--- src/rtl/axis_flit_serializer_credit.sv ---
`default_nettype none
// =============================================================================
// Module   : axis_flit_serializer_credit
// Purpose  : Buffers AXI-Stream beats, slices each into flits (LSB slice first)
//            and injects them into a router port under credit flow control.
// Revision : 1.0 - initial release
// =============================================================================
module axis_flit_serializer_credit #(
    parameter int TDATA_WIDTH          = 128,
    parameter int DEST_WIDTH           = 6,
    parameter int SERIALIZATION_FACTOR = 4,
    parameter int BUFFER_DEPTH         = 2,
    parameter int FLIT_BUFFER_DEPTH    = 8,
    localparam int FLIT_WIDTH          = TDATA_WIDTH / SERIALIZATION_FACTOR,
    localparam int CREDIT_WIDTH        = $clog2(FLIT_BUFFER_DEPTH + 1)
) (
    input  logic                    clk_noc,
    input  logic                    rst_noc,
    input  logic                    axis_tvalid,
    output logic                    axis_tready,
    input  logic [TDATA_WIDTH-1:0]  axis_tdata,
    input  logic                    axis_tlast,
    input  logic [DEST_WIDTH-1:0]   axis_tdest,
    output logic [FLIT_WIDTH-1:0]   data_out,
    output logic [DEST_WIDTH-1:0]   dest_out,
    output logic                    is_tail_out,
    output logic                    send_out,
    input  logic                    credit_in,
    output logic [CREDIT_WIDTH-1:0] credit_count,
    output logic                    credit_err
);

    localparam int c_slice_w = (SERIALIZATION_FACTOR > 1) ? $clog2(SERIALIZATION_FACTOR) : 1;
    localparam int c_ptr_w   = (BUFFER_DEPTH > 1) ? $clog2(BUFFER_DEPTH) : 1;
    localparam int c_occ_w   = $clog2(BUFFER_DEPTH + 1);
    localparam int c_entry_w = 1 + DEST_WIDTH + TDATA_WIDTH;

    localparam logic [c_slice_w-1:0]    c_last_slice = c_slice_w'(SERIALIZATION_FACTOR - 1);
    localparam logic [c_ptr_w-1:0]      c_ptr_max    = c_ptr_w'(BUFFER_DEPTH - 1);
    localparam logic [c_occ_w-1:0]      c_occ_full   = c_occ_w'(BUFFER_DEPTH);
    localparam logic [CREDIT_WIDTH-1:0] c_credit_max = CREDIT_WIDTH'(FLIT_BUFFER_DEPTH);

    localparam logic [0:0] c_st_idle = 1'b0;
    localparam logic [0:0] c_st_send = 1'b1;

    generate
        if ((SERIALIZATION_FACTOR < 1) || (TDATA_WIDTH % SERIALIZATION_FACTOR != 0)) begin : g_bad_factor
            $error("TDATA_WIDTH must be a multiple of SERIALIZATION_FACTOR (>=1)");
        end
        if ((BUFFER_DEPTH < 1) || (FLIT_BUFFER_DEPTH < 1)) begin : g_bad_depth
            $error("BUFFER_DEPTH and FLIT_BUFFER_DEPTH must be >= 1");
        end
    endgenerate

    logic [c_entry_w-1:0]   r_mem [BUFFER_DEPTH];
    logic [c_ptr_w-1:0]     r_wr_ptr;
    logic [c_ptr_w-1:0]     r_rd_ptr;
    logic [c_occ_w-1:0]     r_occ;
    logic [c_occ_w-1:0]     w_occ_next;
    logic [0:0]             r_state;
    logic [c_slice_w-1:0]   r_slice;

    logic                   w_push;
    logic                   w_pop;
    logic                   w_can_send;
    logic                   w_last_slice;
    logic [c_entry_w-1:0]   w_head;
    logic [TDATA_WIDTH-1:0] w_head_data;
    logic [DEST_WIDTH-1:0]  w_head_dest;
    logic                   w_head_last;

    // Ready depends only on occupancy (and reset), never on tvalid.
    assign axis_tready  = !rst_noc && (r_occ < c_occ_full);
    assign w_push       = axis_tvalid && axis_tready;

    assign w_head       = r_mem[r_rd_ptr];
    assign w_head_data  = w_head[TDATA_WIDTH-1:0];
    assign w_head_dest  = w_head[TDATA_WIDTH +: DEST_WIDTH];
    assign w_head_last  = w_head[c_entry_w-1];

    assign w_can_send   = (r_state == c_st_send) && (credit_count != '0);
    assign w_last_slice = (r_slice == c_last_slice);
    assign w_pop        = w_can_send && w_last_slice;

    always_comb begin
        w_occ_next = r_occ;
        case ({w_push, w_pop})
            2'b10:   w_occ_next = r_occ + 1'b1;
            2'b01:   w_occ_next = r_occ - 1'b1;
            default: w_occ_next = r_occ;
        endcase
    end

    always_ff @(posedge clk_noc) begin
        if (w_push) begin
            r_mem[r_wr_ptr] <= {axis_tlast, axis_tdest, axis_tdata};
        end
    end

    always_ff @(posedge clk_noc or posedge rst_noc) begin
        if (rst_noc) begin
            r_wr_ptr <= '0;
            r_rd_ptr <= '0;
            r_occ    <= '0;
            r_state  <= c_st_idle;
        end else begin
            if (w_push) begin
                r_wr_ptr <= (r_wr_ptr == c_ptr_max) ? '0 : r_wr_ptr + 1'b1;
            end
            if (w_pop) begin
                r_rd_ptr <= (r_rd_ptr == c_ptr_max) ? '0 : r_rd_ptr + 1'b1;
            end
            r_occ   <= w_occ_next;
            r_state <= (w_occ_next != '0) ? c_st_send : c_st_idle;
        end
    end

    // Flit output registers; the slice index only advances on an actual send.
    always_ff @(posedge clk_noc or posedge rst_noc) begin
        if (rst_noc) begin
            r_slice     <= '0;
            send_out    <= 1'b0;
            is_tail_out <= 1'b0;
            data_out    <= '0;
            dest_out    <= '0;
        end else begin
            send_out <= w_can_send;
            if (w_can_send) begin
                data_out    <= w_head_data[r_slice*FLIT_WIDTH +: FLIT_WIDTH];
                dest_out    <= w_head_dest;
                is_tail_out <= w_last_slice && w_head_last;
                r_slice     <= w_last_slice ? '0 : r_slice + 1'b1;
            end else begin
                is_tail_out <= 1'b0;
            end
        end
    end

    always_ff @(posedge clk_noc or posedge rst_noc) begin
        if (rst_noc) begin
            credit_count <= c_credit_max;
            credit_err   <= 1'b0;
        end else begin
            if (credit_in && (credit_count == c_credit_max)) begin
                credit_err <= 1'b1;
            end
            case ({w_can_send, credit_in})
                2'b10: credit_count <= credit_count - 1'b1;
                2'b01: begin
                    if (credit_count != c_credit_max) begin
                        credit_count <= credit_count + 1'b1;
                    end
                end
                default: credit_count <= credit_count;
            endcase
        end
    end

endmodule
`default_nettype wire

--- config.mk ---
export PLATFORM = sky130hd
export DESIGN_NAME = axis_flit_serializer_credit
export DESIGN_NICKNAME = d
export VERILOG_FILES = /design/src/rtl/axis_flit_serializer_credit.sv
export SDC_FILE = /design/constraint.sdc
export NUM_CORES = 1
export LEC_CHECK = 0
export CORE_UTILIZATION = 35
export CTS_CLUSTER_DIAMETER = 100
export DETAILED_ROUTE_END_ITERATION = 8
export HOLD_SLACK_MARGIN = 0.12
export REMOVE_ABC_BUFFERS = 1
export SETUP_SLACK_MARGIN = 0.1
export SYNTH_ARGS = -nofsm -noshare
export SYNTH_HDL_FRONTEND = slang
export SYNTH_SLANG_ARGS = --single-unit
export TNS_END_PERCENT = 30
--- constraint.sdc ---
create_clock -name clk_noc -period 6.4 [get_ports clk_noc]
set_input_delay 1.28 -clock clk_noc [delete_from_list [all_inputs] [get_ports clk_noc]]
set_output_delay 1.28 -clock clk_noc [all_outputs]
set_load 0.005 [all_outputs]
## Word level (Yosys, flattened, before mapping)

Memories as Yosys holds them, arrays and structs flattened.
Index checks and enable logic that the tools add are counted.

| word-level totals | value |
|---|---|
| flip-flop bits (word level) | 52 |
| bits in writable memories | 270 |
| input bits | 139 |
| output and inout port bits | 46 |
| memories kept | 1 |

| cells by class | value |
|---|---|
| add/sub/neg operators | 7 |
| order comparisons | 1 |
| equal/unequal tests | 8 |
| shifts and indexed selects | 1 |
| muxes and demuxes | 10 |
| reduce and logical (&&, ||, !) cells | 11 |

Memories:

| memory | depth | bits a word | rd ports | clocked after memory_dff | write ports | RTL line | RTL |
|---|---|---|---|---|---|---|---|
| r_mem | 2 | 135 | 1 | 0 | 1 | 55 | `logic [c_entry_w-1:0] r_mem [BUFFER_DEPTH];` |

Operators with widths:

| cell | number |
|---|---|
| 128-bit by 8-bit variable part select with 32-bit output | 1 |
| 4-bit case mux with 2 select lines | 1 |
| 2-bit == test, second input constant | 3 |
| 1-bit logical AND | 6 |
| 1-bit two-way mux | 6 |
| 2-bit by 1-bit adder with 2-bit output, second input constant | 2 |
| 4-bit by 1-bit adder with 4-bit output, second input constant | 1 |
| 2-bit by 1-bit == test with 1-bit output, second input constant | 2 |
| 4-bit == test, second input constant | 1 |
| 4-bit two-way mux | 1 |
| 4-bit != test, second input constant | 1 |
| 2-bit case mux with 2 select lines | 1 |
| 2-bit nonzero test | 2 |
| 4-bit nonzero test | 1 |
| 4-bit by 1-bit subtractor with 4-bit output, second input constant | 1 |
| 1-bit adder, second input constant | 2 |
| 2-bit < comparator, second input constant | 1 |
| 2-bit two-way mux | 1 |
| 2-bit != test, second input constant | 1 |
| 2-bit AND reduction | 1 |
| 2-bit by 1-bit subtractor with 2-bit output, second input constant | 1 |
| 1-bit logical NOT | 1 |

## Longest topological paths before layout

| logic depth | value |
|---|---|
| depth in word-level cells | 7 |
| mapped depth | 9 |
| gate-level depth less buffers | 9 |

## Worst setup path after synthesis

No wires, ideal clock.

| timing | value |
|---|---|
| kind | input-to-reg |
| start | input rst_noc |
| end | memory r_mem[0][0] in the netlist's numbering, enable pin |
| setup time | 631 ps |
| arrival time | 7,200 ps |
| slack | -1,431 ps |
| stages on the path | 3 |
| buffers on the path | 0 |
| path through | nor2_1 -> nand2_1 -> nor2_1 |

| on the way | value |
|---|---|
| cells in the longest elaborated chain, start to end | 5 |

Ends and longest elaborated chain:

| item | RTL line | RTL |
|---|---|---|
| from (decl) | 18 | `input logic rst_noc,` |
| 1-bit logical NOT (no source line) | n/a |  |
| 1-bit logical AND | 73 | `assign axis_tready = !rst_noc && (r_occ < c_occ_full);` |
| 1-bit logical AND | 74 | `assign w_push = axis_tvalid && axis_tready;` |
| 1-bit two-way mux | 95 | `if (w_push) begin` |
| 1-bit two-way mux (not written as such) | 96 | `r_mem[r_wr_ptr] <= {axis_tlast, axis_tdest, axis_tdata};` |
| to (decl) | 55 |  |

No other way between the ends.

## Worst setup path after layout

| timing | value |
|---|---|
| start | input rst_noc |
| end | output axis_tready |

| on the way | value |
|---|---|
| cells in the longest elaborated chain, start to end | 2 |

Ends and longest elaborated chain:

| item | RTL line | RTL |
|---|---|---|
| 1-bit logical NOT (no source line) | n/a |  |
| 1-bit logical AND | 73 |  |
| to (decl) | 20 | `output logic axis_tready,` |

No other way between the ends.

==> impl_metrics.csv <==
group,metric,value,unit
timing,setup_violations,0,
critical_path,cp.arrival,2.45,ns
critical_path,crit_chain,"clkdlybuf4s50_1 > nor2_1 > clkdlybuf4s50_1",
final_layout,layout-drive-gt1-share,14.82,%
timing,max_freq,268.3,MHz
pwr,p_leak,0.005466,uW
pwr,switching_share,29.30,%
global_routing,antenna_found_initial,2,
synth,synth_most_common_cell,"edfxtp_1",
critical_path,path_class,"in2out",
global_routing,grt_usage,14.74,%
critical_path,path_buf_inv,2,
clock_network,cts_setup_buffers,0,
clock_network,clockBufferDepth,3,
clock_network,cts_hold_buf,0,
timing,finalHoldViolCount,0,
timing,post-route-period-util,58.25,%
clock_network,cts_tree,"built",
critical_path,critPathMaxStageDelay,0.53,ns
critical_path,cp_top_family,"buffers and inverters",
flow_run,cap_violations,0,
synth,synthFlopType,"edfxtp_1",
pwr,pwr_density_cell,433.4,mW/mm^2
hold_path,hold_class,"reg2reg",
timing,slew-limit-headroom,18.27,%
synth,synthDistinctLibCells,35,
clock_network,cts.clk_slew.worst_paths,0.06,ns
routing,via_count,6585,
clock_network,clkSinkCount,322,
synth,ys_async_sr_fraction,16.15,%
timing,tightest_slew,1.223,ns
placement,place_hpwl,14950,microns
routing,drc,0,
floorplan,die_h,188.9,microns
timing,finalMaxSlewViolations,0,
final_layout,antenna_cells,0,
critical_path,slowest_stage,"clkdlybuf4s50_1",
pwr,p_sw,1997,uW
routing,dr.pass1.iters,4,
floorplan,core_region_area,0.03446,sq mm
pwr,peakVddDrop,0.3315,mV
floorplan,ios,185,
pwr,intPower,4819,uW
clock_network,root_buffer,"clkbuf_16",
synth,yosysSeqAreaShare,76.99,%
synth,syn_area,0.01222,sq mm
timing,setup_tns,0,ns
synth,yosysWarnings,0,
final_layout,nets,1022,
final_layout,final_core_util,45.64,%
pwr,clockPowerShare,28.5,%
floorplan,die_area,0.03567,sq mm
routing,wl_per_cell,19.27,microns
synth,synth_top_cell_by_area,"edfxtp_1",
routing,drt_wl_total,26190,microns
floorplan,initial_utilization,35.47,%
timing,fin_skew,0.01697,ns
floorplan,rows,68,
critical_path,cp-end-kind,"output port",
synth,netlist_top_cells_area,"edfxtp_1, dfrtp_1, mux2_2",
critical_path,path_common_cell,"clkdlybuf4s50_1",
routing,drtIter0Drc,301,
critical_path,required,5.12,ns
synth,synthCells,684,
timing,period_minus_slack,3.728,ns
routing,detail-route-antenna-nets,0,
placement,io_buffers,184,
timing,rsz0062_at_grt,"false",
global_routing,grt_pass1_wl,39870,microns
synth,ys_ff_latch,322,
status,run_status,"finished clean",
clock_network,htreeDepth,2,
clock_network,cts_resized,0,
pwr,combPwrFrac,28.4,%
critical_path,start_kind,"primary input",
global_routing,grt_max_degree,136,
floorplan,chipWidth,188.9,microns
clock_network,cts_buffers,36,
synth,synth-edff-count,270,
final_layout,areaGrowthSynthToFinish,28.66,%
synth,ys_top_cells_by_count,"edfxtp_1, mux2i_1, mux2_2",
routing,viasPerCell,4.845,
clock_network,clk_latency,0.50,ns
placement,place_congestion,0.7339,
synth,synth_top_area_share,66.33,%
global_routing,grt-ovfl-total,0,
synth,syn_area_per_cell,17.87,sq um
pwr,seq_power_share,43.1,%
global_routing,grt_pass1_vias,6915,
critical_path,cp_max_fo,3,
[power by group through the flow]
stage | clock (uW) | sequential (uW) | combinational (uW)
2_1_floorplan | 0 | 3020 | 1190
6_report | 1940 | 2940 | 1940
5_1_grt | 2080 | 2980 | 2150
4_1_cts | 2000 | 2940 | 1980
3_3_place_gp | 0 | 2970 | 1950
3_5_place_dp | 0 | 2980 | 1980
[state kept, by name, indices dropped and copies added, names as in the netlist]
register / cells
data_out: 32
is_tail_out: 1
r_occ: 2
r_state: 1
r_rd_ptr: 1
send_out: 1
dest_out: 6
r_slice: 2
credit_count: 4
credit_err: 1
r_mem: 270
r_wr_ptr: 1
[metrics by stage]
stage          total power, uW  worst slack (ns)  std cells  hold WS (ns)  cell area [sq um]
6_report                  6815             2.672       1359        0.4723              15730
5_1_grt                   7205             2.619       1359        0.4973              15730
4_1_cts                   6929             2.670       1359        0.4783              15730
3_5_place_dp              4965             2.677       1295        0.4612              14610
3_3_place_gp              4918             2.679       1295        0.4514              14610
2_1_floorplan             4208            -1.431        648        0.4522              12060
[worst paths after layout]
check / start / end / slack (ns) / depth (start not counted)
hold reg to reg: credit_err / credit_err / 0.47 / 1
min in group asynchronous: rst_noc / r_wr_ptr / 1.39 / 3
hold / removal: credit_err / credit_err / 0.47 / 1
setup reg to reg: credit_count[0] / credit_count[3] / 3.43 / 8
setup / recovery: rst_noc / axis_tready / 2.67 / 3
max in group asynchronous: rst_noc / r_rd_ptr / 4.40 / 3
[cells in the final DEF (no fill, tap or decap), types with 4 or more instances in the layout]
cell and instances:
edfxtp_1 270, clkdlybuf4s50_1 184, mux2i_1 71, mux2_2 65
dfrtp_1 50, nand2_1 47, o21ai_0 40, clkbuf_16 37
a22oi_1 26, o221ai_1 26, clkbuf_1 12, clkinv_2 7
o22ai_1 6, a221o_1 6, xnor2_1 5, buf_4 5
ha_1 4, clkinv_1 4
[cell type report]
type | count | area [sq um]
well taps | 455 | 569.3
flip-flops and latches | 322 | 9414
fillers | 3054 | 18730
repair buffers | 192 | 1939
inverters | 3 | 12.51
clock inverters | 12 | 105.1
multi-input cells | 323 | 2674
clock buffers | 52 | 1012
[layer usage]
metal	global-route usage [%]	vias up	routed length (microns)
li1	-	3084	-
met1	19.72	3302	12020
met2	24.26	152	12530
met3	3.151	43	1117
met4	4.032	4	503
met5	0	-	23
[cell families (layout without fill, tap and decap cells)]
family | Yosys count | in the layout | share of synthesized area [%]
AOI/OAI and AO/OA | 112 | 112 | 6.572
xor gates and xnor gates | 7 | 7 | 0.5630
adders and majority gates | 5 | 5 | 0.5733
buffers and inverters | 39 | 259 | 1.402
DFF | 322 | 322 | 76.99
muxes | 136 | 136 | 11.80
and+or+nand+nor | 63 | 63 | 2.098
Note: power is estimated with default switching activity, not from simulation.
